`src/rtl/sysctrl_master.sv`:
```
`default_nettype none
// ============================================================================
// Module      : sysctrl_master
// Description : Initiator side of the system-control byte protocol. It sends
//               a command byte (with start) followed by up to 15 payload
//               bytes, one strobe per GAP+1 cycles. The responder's reply to
//               each payload byte is sampled in the last gap cycle after that
//               byte's strobe.
//               Optional feature macro: SYSCTRL_MASTER_AUTOIRQ_EN. When it is
//               defined and the block is idle, int_n=0 starts an internal
//               interrupt service sequence: read status, read source if
//               status[0] is set, then acknowledge.
// Ports       : clk, reset (sync, active high)
//               cmd_valid/cmd_ready/cmd_code/cmd_len/cmd_payload : request
//               rsp_valid/rsp_data/rsp_index/done                : results
//               data_in_strobe/data_in_start/data_in/data_out    : byte link
//               int_n, irq_status/irq_src/irq_valid              : interrupt
// Revision    : 1.0 - initial release
// ============================================================================
module sysctrl_master #(
  parameter int GAP = 2
) (
  input  logic         clk,
  input  logic         reset,
  input  logic         cmd_valid,
  output logic         cmd_ready,
  input  logic [7:0]   cmd_code,
  input  logic [3:0]   cmd_len,
  input  logic [119:0] cmd_payload,
  output logic         rsp_valid,
  output logic [7:0]   rsp_data,
  output logic [3:0]   rsp_index,
  output logic         done,
  output logic         data_in_strobe,
  output logic         data_in_start,
  output logic [7:0]   data_in,
  input  logic [7:0]   data_out,
  input  logic         int_n,
  output logic [7:0]   irq_status,
  output logic [7:0]   irq_src,
  output logic         irq_valid
);

  localparam int GW = (GAP > 1) ? $clog2(GAP) : 1;
  localparam logic [GW-1:0] GAP_LAST = GW'(GAP - 1);

  typedef enum logic [1:0] {S_IDLE, S_STROBE, S_WAIT, S_FIN} state_t;
  state_t state, state_nxt;

  logic [7:0]    code_q;
  logic [3:0]    len_q;
  logic [119:0]  payload_q;
  logic [3:0]    idx_q;
  logic          is_cmd_q;   // the strobe in flight carries the command byte
  logic [GW-1:0] gcnt_q;
  logic [7:0]    hold_q;     // last byte driven, kept on data_in between strobes
  logic          auto_q;     // current transaction belongs to the irq sequence
  logic [1:0]    step_q;     // 0: status read, 1: source read, 2: acknowledge

  logic       auto_req;
  logic       skip_src;
  logic [7:0] byte_sel;
  logic       last_byte;
  logic [1:0] step_nxt;

`ifdef SYSCTRL_MASTER_AUTOIRQ_EN
  logic [7:0] irq_status_q;
  logic [7:0] irq_src_q;
  assign auto_req   = ~int_n;
  assign skip_src   = ~irq_status_q[0];
  assign irq_status = irq_status_q;
  assign irq_src    = irq_src_q;
`else
  logic unused_int_n;
  assign unused_int_n = int_n;
  assign auto_req     = 1'b0;
  assign skip_src     = 1'b1;
  assign irq_status   = 8'h00;
  assign irq_src      = 8'h00;
`endif

  function automatic logic [7:0] auto_code(input logic [1:0] s);
    return (s == 2'd1) ? 8'h06 : 8'h05;
  endfunction

  function automatic logic [7:0] auto_arg(input logic [1:0] s);
    return (s == 2'd2) ? 8'h01 : 8'h00;
  endfunction

  assign byte_sel = is_cmd_q ? code_q : payload_q[{idx_q, 3'b000} +: 8];
  // After the command byte the transaction ends only when there is no payload;
  // after payload byte idx it ends when idx is the final index.
  assign last_byte = is_cmd_q ? (len_q == 4'd0)
                              : (({1'b0, idx_q} + 5'd1) == {1'b0, len_q});
  assign step_nxt  = (step_q == 2'd0 && skip_src) ? 2'd2 : step_q + 2'd1;

  always_comb begin
    state_nxt      = state;
    cmd_ready      = 1'b0;
    rsp_valid      = 1'b0;
    rsp_data       = 8'h00;
    rsp_index      = 4'd0;
    done           = 1'b0;
    data_in_strobe = 1'b0;
    data_in_start  = 1'b0;
    data_in        = hold_q;
    irq_valid      = 1'b0;
    case (state)
      S_IDLE: begin
        cmd_ready = 1'b1;
        if (cmd_valid || auto_req) state_nxt = S_STROBE;
      end
      S_STROBE: begin
        data_in_strobe = 1'b1;
        data_in_start  = is_cmd_q;
        data_in        = byte_sel;
        state_nxt      = S_WAIT;
      end
      S_WAIT: begin
        if (gcnt_q == '0) begin
          if (!is_cmd_q && !auto_q) begin
            rsp_valid = 1'b1;
            rsp_data  = data_out;
            rsp_index = idx_q;
          end
          state_nxt = last_byte ? S_FIN : S_STROBE;
        end
      end
      S_FIN: begin
        if (auto_q) begin
          if (step_q == 2'd2) begin
`ifdef SYSCTRL_MASTER_AUTOIRQ_EN
            irq_valid = 1'b1;
`endif
            state_nxt = S_IDLE;
          end else begin
            state_nxt = S_STROBE;
          end
        end else begin
          done      = 1'b1;
          state_nxt = S_IDLE;
        end
      end
      default: state_nxt = S_IDLE;
    endcase
  end

  always_ff @(posedge clk) begin
    if (reset) begin
      state     <= S_IDLE;
      code_q    <= 8'h00;
      len_q     <= 4'd0;
      payload_q <= '0;
      idx_q     <= 4'd0;
      is_cmd_q  <= 1'b0;
      gcnt_q    <= '0;
      hold_q    <= 8'h00;
      auto_q    <= 1'b0;
      step_q    <= 2'd0;
`ifdef SYSCTRL_MASTER_AUTOIRQ_EN
      irq_status_q <= 8'h00;
      irq_src_q    <= 8'h00;
`endif
    end else begin
      state <= state_nxt;
      case (state)
        S_IDLE: begin
          idx_q    <= 4'd0;
          is_cmd_q <= 1'b1;
          if (cmd_valid) begin
            code_q    <= cmd_code;
            len_q     <= cmd_len;
            payload_q <= cmd_payload;
            auto_q    <= 1'b0;
          end else if (auto_req) begin
            code_q    <= auto_code(2'd0);
            len_q     <= 4'd1;
            payload_q <= {112'd0, auto_arg(2'd0)};
            auto_q    <= 1'b1;
            step_q    <= 2'd0;
          end
        end
        S_STROBE: begin
          hold_q <= byte_sel;
          gcnt_q <= GAP_LAST;
        end
        S_WAIT: begin
          if (gcnt_q != '0) begin
            gcnt_q <= gcnt_q - GW'(1);
          end else begin
            if (is_cmd_q) is_cmd_q <= 1'b0;
            else          idx_q    <= idx_q + 4'd1;
`ifdef SYSCTRL_MASTER_AUTOIRQ_EN
            if (auto_q && !is_cmd_q) begin
              if (step_q == 2'd0)      irq_status_q <= data_out;
              else if (step_q == 2'd1) irq_src_q    <= data_out;
            end
`endif
          end
        end
        S_FIN: begin
          // Chain straight into the next irq step without passing IDLE, so
          // an external request cannot interleave with the sequence.
          if (auto_q && step_q != 2'd2) begin
            step_q    <= step_nxt;
            code_q    <= auto_code(step_nxt);
            len_q     <= 4'd1;
            payload_q <= {112'd0, auto_arg(step_nxt)};
            idx_q     <= 4'd0;
            is_cmd_q  <= 1'b1;
          end
        end
        default: ;
      endcase
    end
  end

endmodule
`default_nettype wire

```
`config.mk`:
```
export PLATFORM = sky130hd
export DESIGN_NAME = sysctrl_master
export DESIGN_NICKNAME = d
export VERILOG_FILES = /design/src/rtl/sysctrl_master.sv
export SDC_FILE = /design/constraint.sdc
export NUM_CORES = 1
export LEC_CHECK = 0
export BUFFER_PORTS_ARGS = -buffer_cell sky130_fd_sc_hd__buf_2
export CAP_MARGIN = 20
export CORE_AREA = 2 2 134 136
export DETAILED_ROUTE_END_ITERATION = 8
export DIE_AREA = 0 0 136 138
export SLEW_MARGIN = 25
export SYNTH_ARGS = -nofsm -noshare
export SYNTH_HDL_FRONTEND = slang
export SYNTH_SLANG_ARGS = --single-unit
```
`constraint.sdc`:
```
create_clock -name clk -period 2.1 [get_ports clk]
set_input_delay 0.42 -clock clk [delete_from_list [all_inputs] [get_ports clk]]
set_output_delay 0.42 -clock clk [all_outputs]
set_load 0.01 [all_outputs]
```
Yosys cells after proc, flatten, opt, wreduce, memory -nomap -nowiden

Index checks and enable logic that the tools add are counted.

Register bits after elaboration: 148
Input bits: 144
Output and inout port bits: 42
Logic and storage cells: 62

Add/subtract/negate cells: 3
Eq/ne operators: 7
Shift-type cells: 1
Multiplexer cells: 33
Bitwise gates (word level): 1
Reductions and logical operators: 9

Operator list:

| kind                  | count |
|---|---|
| $mux W120             | 2 |
| $shiftx A120 B8 Y8    | 1 |
| $mux W8               | 7 |
| $mux W4               | 7 |
| $mux W1               | 10 |
| $pmux W2 S4           | 1 |
| $pmux W4 S2           | 1 |
| $mux W2               | 3 |
| $ne A2 B2 Y1 const B  | 3 |
| $reduce_and A3 Y1     | 2 |
| $add A4 B1 Y5 const B | 1 |
| $eq A5 B4 Y1          | 1 |
| $add A4 B1 Y4 const B | 1 |
| $eq A2 B2 Y1 const B  | 2 |
| $logic_not A4 Y1      | 1 |
| $pmux W1 S2           | 2 |
| $reduce_and A4 Y1     | 1 |
| $reduce_bool A2 Y1    | 2 |
| $reduce_bool A3 Y1    | 1 |
| $eq A2 B1 Y1 const B  | 1 |
| $logic_not A2 Y1      | 1 |
| $reduce_and A2 Y1     | 1 |
| $not A1 Y1            | 1 |
| $sub A1 B1 Y1 const B | 1 |

Longest topological paths before layout

Depth in word-level cells: 6
Depth in mapped cells: 8

Worst setup path before layout

Ideal clock, no wire load.

Path kind: register -> output
Start point: register state[0]
End point: output rsp_data[1]
Arrival time: 1.654 ns
Setup slack: 0.026 ns
Cell stages (with the launch flop): 8
Buffers on the path: 2
Cells stage by stage: dfxtp_1 -> inv_1 -> ha_1 -> or3b_1 -> clkbuf_2 -> inv_1 -> clkbuf_1 -> and2_1

Cells in the longest elaborated chain, start to end: 2

RTL lines:

| what                   | line | text |
|---|---|---|
| from (decl)            | 48   | `state_t state, state_nxt;` |
| from (signal assigned) | 165  | `state <= state_nxt;` |
| $eq A2 B2 Y1           | 108  | `case (state)` |
| $mux W8                | 108  |  |
| to (decl)              | 31   | `output logic [7:0] rsp_data,` |

Every way passes these cells.

Final worst setup path

Start point: register idx_q[0]
End point: output data_in[4]

Cells in the longest elaborated chain, start to end: 3

RTL lines:

| what                   | line | text |
|---|---|---|
| from (decl)            | 53   | `logic [3:0] idx_q;` |
| from (signal assigned) | 192  | `else idx_q <= idx_q + 4'd1;` |
| $shiftx A120 B8 Y8     | 90   | `assign byte_sel = is_cmd_q ? code_q : payload_q[{idx_q, 3'b000} +: 8];` |
| $mux W8                | 90   |  |
| $mux W8                | --   |  |
| to (decl)              | 36   | `output logic [7:0] data_in,` |

Every way passes these cells.

==> metrics.md <==
| Metric | Value |
|---|---|
| Status | `finished with violations` |
| Failing checks | `setup timing` |
| Detailed Route WL | `18.7 mm` |
| Worst path bufs/invs | `3` |
| CTS root buffer | `clkbuf_16` |
| Warnings from Yosys | `0` |
| Post-route cell area | `0.00865 mm2` |
| DR vias/cell | `4.89` |
| Multi-input logic area | `0.00337 mm2` |
| CTS clk-pin slew, worst paths | `60 ps` |
| Number of antenna diodes | `0` |
| Die W | `136 um` |
| Total power | `10.1 mW` |
| Synth top area share | `44.8%` |
| DP HPWL | `13.3 mm` |
| Ys async rst share | `0%` |
| Final Setup Violations | `20` |
| Most used cell, CP | `buf_12` |
| Worst slack, placed | `-182 ps` |
| Post-Syn Area per Cell | `8.13 um2` |
| # clock sinks | `148` |
| Max-cap violations | `0` |
| Delay of the slowest cell on the worst path | `480 ps` |
| CP delay by family, top | `multiplexers` |
| Maximum clock rate | `382 MHz` |
| P&R area growth vs syn | `30.7%` |
| Top FF cell, synth | `dfxtp_1` |
| TritonCTS clock tree | `built` |
| CP max-delay cell | `mux4_2` |
| Clk_skew | `8.44 ps` |
| Core Area | `0.0175 mm2` |
| Tmin final | `2620 ps` |
| Critical path class | `flop to primary output` |
| DR DRC count | `0` |
| Initial antenna violation count | `1` |
| Slew HR | `56.0%` |
| DRT Pass-1 Iters | `5` |
| Post-layout util | `49.3%` |
| Port buffer count | `167` |
| Number of hold buffers added after CTS | `0` |
| Synth Instances | `814` |
| Initial DRC count | `306` |
| Vias post-DR | `5962` |
| Top cells by area, synth | `dfxtp_1, nand2_1, a21oi_1` |
| Largest net degree at the start of global routing | `100` |
| CTS Buf Count | `17` |
| Share of cells above drive strength 1 | `29.1%` |
| Height of the chip | `138 um` |
| Pwr per Cell Area | `1170 mW/mm2` |
| Final ANT Viol Nets | `0` |
| Final period utilization | `125%` |
| Startpoint types | `flop` |
| Max clock buf depth | `2` |
| Slew @ Worst Pin | `660 ps` |
| Max Slew Vio Count | `0` |
| Gr usage total | `19.4%` |
| Leak pwr | `3.48 nW` |
| CP endpoint kind | `primary output` |
| Maximum VDD drop | `0.753 mV` |
| GRT Residual Overflow | `0` |
| Yosys cell types | `40` |
| RSZ-0062 raised after global routing | `true` |
| Register bit count reported by yosys | `148` |
| Register Area | `0.00297 mm2` |
| Placed cell areas | `0.00781 mm2` |
| CP Max Fanout | `7` |
| Filler cell count in the final layout | `1751` |
| Layout Nets | `1126` |
| Mapped Area | `0.00662 mm2` |
| Most frequent cells after synthesis | `nand2_1, dfxtp_1, a21oi_1` |
| Final hold vios | `0` |
| Wire per inst | `15.3 um` |
| Most frequent cell after synthesis | `nand2_1` |
| Number of synthesized flops with an enable pin | `0` |
| Vias in the first global route | `5538` |
| CTS H-tree lvls | `4` |
| Critical Path RT | `1680 ps` |
| Worst min path class | `input port to flop` |
| Cell taking the most area after synthesis | `dfxtp_1` |
| Seq/Total Area, Yosys | `44.8%` |
| Critical path arrival | `2200 ps` |
| Top Ports | `186` |
| Initial core utilization | `37.7%` |
| Row count | `49` |
| Die area | `0.0188 mm2` |
| Crit path setup slack, layout | `-518 ps` |
| Critical path cell sequence | `buf_12 -> buf_12 -> mux4_2 -> a22o_1 -> a211oi_2 -> nor2_1 -> buf_2` |
| Routability cong. | `0.827` |
| First-pass GRT wire length | `28.6 mm` |
| Clk_lat worst skew | `420 ps` |
[layer usage]
metal  GRT usage, %  share of wire (%)  vias to the layer above
met2           31.7                 48                      165
li1               -                  -                     3039
met1           26.4                 46                     2737
met5              0              0.070                        -
met4           3.78                1.1                        2
met3           4.14                4.9                       19
[report_power, final]
| part | switching (mW) | internal (mW) | leakage [nW] |
|---|---|---|---|
| Combinational | 1.97 | 1.41 | 1.98 |
| Sequential | 0.341 | 3.40 | 1.22 |
| Clock | 1.14 | 1.86 | 0.284 |
[kinds of logic after synthesis]
group	count (synthesis)	share of synthesized area (%)
AND/OR/NAND/NOR	342	21.8
AO/OA/AOI/OAI	187	16.4
flip-flops	148	44.8
buffers and inverters	85	6.20
multiplexers	40	9.07
XOR/XNOR	6	0.794
adder cells (fa/ha/maj)	5	0.945
other	1	0.0567
[final cells by class]
cell class,instances,share of cell area (%)
Multi-Input combinational cell,597,39.0
Timing Repair inverter,1,0.0868
Sequential cell,148,34.4
Clock inverter,9,1.19
Inverter,4,0.260
Timing Repair Buffer,208,16.2
Tap cell,229,3.31
Clock buffer,22,5.60
[sequential cells by signal, summed over array words and instances (netlist names)]
signal	count
code_q	8
gcnt_q	1
hold_q	8
idx_q	4
is_cmd_q	1
len_q	4
payload_q	120
state	2
[path summary, 6_finish.rpt]
kind | slack [ps] | cells past startpoint | endpoint | from
min reg2reg | 450 | 2 | code_q[6] | code_q[6]
max | -520 | 7 | data_in[4] | idx_q[0]
min | 230 | 3 | payload_q[72] | cmd_payload[72]
max reg2reg | 90 | 8 | hold_q[7] | idx_q[0]
[worst reg2reg max path, cell delays in order, from the launching register on]
cell,delay (ps)
dfxtp_4,380
buf_12,130
mux4_2,520
a22o_1,290
a211oi_2,190
buf_4,150
buf_4,90
buf_4,90
nor3_1,40
[metrics by stage]
stage | hold WS [ps] | TNS (ps) | cells
final | 235 | -4870 | 1218
after CTS | 227 | -4940 | 1215
after global routing | 233 | -6230 | 1218
after global placement | 440 | -1190 | 1175
after floorplan | 431 | 0 | 830
after detailed placement | 443 | -1210 | 1175
[placed cells by master, fill, tap and decap left out, drive strengths merged, types with 2 or more instances in the layout]
| master | n |
|---|---|
| xnor2 | 3 |
| nand2 | 268 |
| nand2b | 4 |
| a21oi | 136 |
| mux4 | 16 |
| conb | 17 |
| dfxtp | 148 |
| a211oi | 9 |
| nand3b | 10 |
| nand4b | 7 |
| nor2b | 2 |
| xor2 | 3 |
| clkbuf | 22 |
| nor3 | 11 |
| clkinv | 4 |
| o21ai | 12 |
| buf | 208 |
| ha | 5 |
| and2 | 14 |
| mux2i | 24 |
| nor2 | 19 |
| o211ai | 8 |
| inv | 4 |
| a22o | 8 |
| clkinvlp | 4 |
| a22oi | 8 |
| a31oi | 3 |
| bufinv | 2 |
[repair_timing]
action / in CTS / in global routing
resized for setup: 26 / 17
setup buffers: 8 / 3
endpoints found under the setup margin: 21 / 22
pin swaps: 24 / 5
gates cloned: 1 / 0
No activity file was read; power rests on OpenSTA's default activity.
